File: src/rtl/fetch_sequencer.sv
// Fetch sequencer: program counter, opcode/operand fetch latch, fetch/execute
// phase toggle and a small return-address stack for CALL/RET.
module fetch_sequencer #(
    parameter int ADDR_W      = 12,
    parameter int INSTR_W     = 4,
    parameter int OPRND_W     = 4,
    parameter int STACK_DEPTH = 4
) (
    input  logic                       clk,
    input  logic                       reset,
    input  logic                       ena,
    input  logic                       load_pc,
    input  logic                       inc_pc,
    input  logic                       call,
    input  logic                       ret,
    input  logic [ADDR_W-1:0]          jump_addr,
    input  logic [INSTR_W+OPRND_W-1:0] program_byte,
    output logic [ADDR_W-1:0]          pc,
    output logic [INSTR_W-1:0]         instr,
    output logic [OPRND_W-1:0]         oprnd,
    output logic                       phase,
    output logic                       stack_empty,
    output logic                       stack_full,
    output logic                       stack_err
);

    // Pointer counts entries 0..STACK_DEPTH, so it needs one more code than the index.
    localparam int PTR_W = $clog2(STACK_DEPTH + 1);
    localparam int IDX_W = (STACK_DEPTH > 1) ? $clog2(STACK_DEPTH) : 1;
    localparam logic [PTR_W-1:0] FULL_CNT = PTR_W'(STACK_DEPTH);

    typedef enum logic {
        FETCH   = 1'b0,
        EXECUTE = 1'b1
    } phase_t;

    phase_t            phaseState;
    logic [PTR_W-1:0]  sp;
    logic [PTR_W-1:0]  spDec;
    logic [ADDR_W-1:0] retStack [STACK_DEPTH];
    logic [ADDR_W-1:0] pcInc;
    logic [IDX_W-1:0]  pushIdx;
    logic [IDX_W-1:0]  popIdx;
    logic              isEmpty;
    logic              isFull;
    logic              doPush;

    assign pcInc   = pc + ADDR_W'(1);
    assign spDec   = sp - PTR_W'(1);
    assign pushIdx = sp[IDX_W-1:0];
    assign popIdx  = spDec[IDX_W-1:0];
    assign isEmpty = (sp == '0);
    assign isFull  = (sp == FULL_CNT);

    // A push happens only for a call that wins priority (no ret) and has room.
    assign doPush = ena && !reset && call && !ret && !isFull;

    assign phase       = phaseState;
    assign stack_empty = isEmpty;
    assign stack_full  = isFull;

    // Stack storage; contents need no reset since entries above the pointer are dead.
    always_ff @(posedge clk) begin
        if (doPush)
            retStack[pushIdx] <= pcInc;
    end

    // Phase FSM, fetch latch, PC command decode and stack pointer/error tracking.
    always_ff @(posedge clk) begin
        if (reset) begin
            phaseState <= FETCH;
            pc         <= '0;
            instr      <= '0;
            oprnd      <= '0;
            sp         <= '0;
            stack_err  <= 1'b0;
        end else if (ena) begin
            case (phaseState)
                FETCH: begin
                    instr      <= program_byte[INSTR_W+OPRND_W-1:OPRND_W];
                    oprnd      <= program_byte[OPRND_W-1:0];
                    phaseState <= EXECUTE;
                end
                default: phaseState <= FETCH;
            endcase

            // ret > call > load_pc > inc_pc; exactly one action per edge.
            if (ret) begin
                if (isEmpty) begin
                    pc        <= pcInc;
                    stack_err <= 1'b1;
                end else begin
                    pc <= retStack[popIdx];
                    sp <= spDec;
                end
            end else if (call) begin
                pc <= jump_addr;
                if (isFull)
                    stack_err <= 1'b1;
                else
                    sp <= sp + PTR_W'(1);
            end else if (load_pc) begin
                pc <= jump_addr;
            end else if (inc_pc) begin
                pc <= pcInc;
            end
        end
    end

endmodule
File: config.mk
export PLATFORM = sky130hd
export DESIGN_NAME = fetch_sequencer
export DESIGN_NICKNAME = d
export VERILOG_FILES = /design/src/rtl/fetch_sequencer.sv
export SDC_FILE = /design/constraint.sdc
export NUM_CORES = 1
export LEC_CHECK = 0
export ABC_CLOCK_PERIOD_IN_PS = 3100
export CAP_MARGIN = 0
export CELL_PAD_IN_SITES_DETAIL_PLACEMENT = 1
export CELL_PAD_IN_SITES_GLOBAL_PLACEMENT = 1
export CORE_MARGIN = 2
export CORE_UTILIZATION = 43
export DETAILED_ROUTE_END_ITERATION = 10
export GPL_ROUTABILITY_DRIVEN = 0
export PLACE_DENSITY_LB_ADDON = 0.12
export SYNTH_ARGS = -nofsm -noshare
export SYNTH_HDL_FRONTEND = slang
export SYNTH_SLANG_ARGS = --single-unit
export TNS_END_PERCENT = 30
File: constraint.sdc
create_clock -name clk -period 3.1 [get_ports clk]
set_input_delay 0.465 -clock clk [delete_from_list [all_inputs] [get_ports clk]]
set_output_delay 0.465 -clock clk [all_outputs]
set_load 0.02 [all_outputs]
==> key figures <==
STA
  • Final TNS setup: 0 ns
  • Worst rel slew slack: roughly three fifths
  • RSZ-0062 raised after global routing: no
  • Final hold viol count: 0
  • Final slew viol count: 0
  • Tcrit/Tclk final: a little under nine tenths
  • WHS: between 0.4 and 0.5 ns
  • Final min period: about 2.6 ns
  • Worst clock skew: just over 0.01 ns
  • Least-Margin Pin Slew: between 0.5 and 0.6 ns
  • Max Fclk: 379 MHz
  • Final setup violation count: 0

Global route
  • Initial antenna violation count: 0
  • Total congestion overflow: 0
  • Largest net degree at the start of global routing: 27
  • First-pass GRT wire length: between 10000 and 15000 um
  • GRT Overall Usage: 23.2%
  • Vias in the first global route: ~2500

Detailed routing
  • DRT iter0 DRCs: 92
  • # DRC: 0
  • Routed vias/inst: between 5 and 6
  • Average wire per standard cell: 20.5 um
  • Via count: approximately 2400
  • ANT nets after route: 0
  • Final WL: 8770 um
  • Drt pass-1 iters: 4

Layout
  • Fin nets: between 300 and 400
  • Share of layout cells above drive strength 1: approximately 14%
  • Area grow syn2layout: 25.3%
  • Number of diodes: 0

Critical path
  • Crit. End Element: output pin
  • Worst Setup SP: sp[1]$_SDFFE_PP0P_
  • R2R Setup Slk: around 0.85 ns
  • Crit Reg-Reg Endpoint: pc[7]$_SDFFE_PP0P_
  • R2r startpoint: sp[1]$_SDFFE_PP0P_
  • Setup crit end: stack_empty
  • Critical path data arrival time: 2.18 ns
  • CP Class: flop to output pin
  • Crit path max fanout: 7
  • Worst R2R Path Depth: 6
  • CP Data Required Time: between 2 and 3 ns
  • Startpoint Class: flop

Synthesis
  • Yosys warning total: 0
  • Syn Std Cell Area: around 0.0033 mm2
  • Syn Area/Cell: 12.5 um2
  • Syn nets: just under 300
  • Synth top area cells: edfxtp_1 (43%), dfxtp_1 (15%), mux4_2 (8.1%)
  • Async SR Flop Fraction: 0%
  • Top cell type's share of synthesized area: a little over two fifths
  • Seq cells post-synth: 73
  • Sequential-to-total area share from yosys stat: between 50% and 60%
  • Cells after Synth: about 270
  • Ys flop type: edfxtp_1
  • Yosys cell types: between 40 and 50
  • Post-synth EDFFs: 48
  • Cell taking the most area after synthesis: edfxtp_1

Floorplanning
  • Row Count: 32
  • Die area: about 0.0085 mm2
  • Die H: about 92 um
  • Die Wd: around 92 um
  • # IOs: 51
  • Initial Util: a little over two fifths
  • Core Region: ~0.0076 mm2

Power and ir drop
  • Cell area power density: ~570 mW/mm2
  • Combinational Power Share: between 20% and 30%
  • Leakage power: ~1.4 nW
  • Net Sw Power: 0.000685 W
  • Clock power share: between 30 and 40%
  • Int Power: ~0.0017 W
  • Sw Ratio: just under 30%
  • VDD IR max: around 420 uV
  • Flop pwr share: a little under half

CTS
  • Bufs on Longest Clock Path: 2
  • Clk sinks: 73
  • CTS clock-pin slew for the worst setup and hold paths: about 0.08 ns
  • Clock root buffer master: clkbuf_8
  • CTS tree: yes
  • Number of buffers created by CTS: 9
  • Post-CTS Resized: 0
  • Clk Latency, worst-skew pair: between 0.3 and 0.4 ns
  • Post-CTS Repair Setup Buffers: 0
  • Hold Buf Count CTS: 0
  • H-tree lvl count: 3

Placed design
  • Post-DP HPWL: 6130 um
  • IO buf count: 50

Outcome
  • Outcome: completed

Flow run
  • Number of max-cap violations: 0

Min path
  • Min-Delay Path Class: flop to flop
  • Hold Startpoint: oprnd[0]$_SDFFE_PP0P_
metal layers:
layer	vias to the layer above	wire [um]	part of all wire [%]	track usage, %
li1	1127	-	-	-
met1	1236	3770	43	29.3
met2	43	4530	52	38.4
met3	14	300	3.4	6.08
met4	0	176	2.0	8.46
met5	-	0	0	0
cell families (layout without fill, tap and decap cells):
group,count (synthesis),in the layout,synth area share (%)
XOR/XNOR,11,11,2.90
multiplexers,13,13,8.43
adder cells (fa/ha/maj),6,6,2.26
buffers and inverters,24,86,3.09
flip-flops,73,73,58.4
AND/OR/NAND/NOR,78,78,12.2
AO/OA/AOI/OAI,60,60,12.7
Yosys cell counts, types with 4 or more instances:
cell       number
buf_2           4
edfxtp_1       48
clkbuf_1        9
and2_1          8
dfxtp_1        25
inv_1           9
mux4_2         12
a21oi_1        16
o21ai_0         8
nor2_1         14
or2_2           4
nor3_1          5
ha_1            6
nand2b_1        5
nand2_1        23
a221oi_1        6
a2111oi_0       4
nor4_1          4
a211oi_1        5
xnor2_1         9
flip-flops by register name, summed over array words and instances, names as in the netlist:
signal / count
instr: 4
oprnd: 4
pc: 12
phase: 1
retStack: 48
sp: 3
stack_err: 1
stage by stage:
| step | instances | area (um2) | utilization, % | power (W) | worst slack (ns) |
|---|---|---|---|---|---|
| 2_1_floorplan | 265 | 3320 | - | 0.00143 | 0.731 |
| 3_3_place_gp | 413 | 3970 | 52.2 | 0.00162 | 0.733 |
| 3_5_place_dp | 413 | 3970 | 52.2 | 0.00163 | 0.633 |
| 4_1_cts | 429 | 4160 | 54.7 | 0.00238 | 0.452 |
| 5_1_grt | 429 | 4160 | 54.7 | 0.00247 | 0.307 |
| 6_report | 429 | 4160 | 54.7 | 0.00236 | 0.459 |
how the worst min path moves through the flow:
stage / to / slack, ns / depth (start not counted)
floorplan: sp[1]$_SDFFE_PP0P_ / 0.51 / 2
global placement: oprnd[0]$_SDFFE_PP0P_ / 0.44 / 2
detailed placement: oprnd[0]$_SDFFE_PP0P_ / 0.45 / 2
CTS: oprnd[0]$_SDFFE_PP0P_ / 0.47 / 2
global route: instr[1]$_SDFFE_PP0P_ / 0.48 / 2
finish: oprnd[0]$_SDFFE_PP0P_ / 0.46 / 2
final cells by class:
cell class	count	area, um2
clock buffers	10	128
clock inverters	6	66.3
fillers	793	3440
inverters	10	37.5
multi-input cells	168	1290
flip-flops and latches	73	1940
well taps	102	128
repair buffers	60	576
power groups by stage:
stage               Clock [W]  Sequential (W)  Combinational [W]
global placement            0         0.00115           0.000476
global route         0.000811         0.00113           0.000526
detailed placement          0         0.00115           0.000485
CTS                  0.000771         0.00112           0.000488
floorplan                   0         0.00116           0.000267
finish               0.000757         0.00112           0.000484
layout by cell type (no fill, tap or decap), drive strengths merged, types with 2 or more instances in the layout:
cell type,instances
nor2,14
and2,8
nand4,3
inv,12
nand2b,5
mux4,12
o32ai,3
nand2,23
o21ai,8
buf,10
and3,3
nor3,5
clkbuf,10
or4,2
xnor2,9
a221oi,6
or2,4
dfxtp,25
a211oi,5
ha,6
nand3,3
a311oi,2
nor4,4
edfxtp,48
a2111oi,4
o21bai,2
o21a,3
xor2,2
clkinvlp,2
clkdlybuf4s50,50
a21oi,17
a41oi,2
critical path: stages, from the launching register on:
cell	delay, ns
dfxtp_1	0.35
inv_1	0.10
ha_1	0.28
nand2b_1	0.29
inv_2	0.19
clkdlybuf4s50_1	0.62
(Power assumes the default switching activity.)
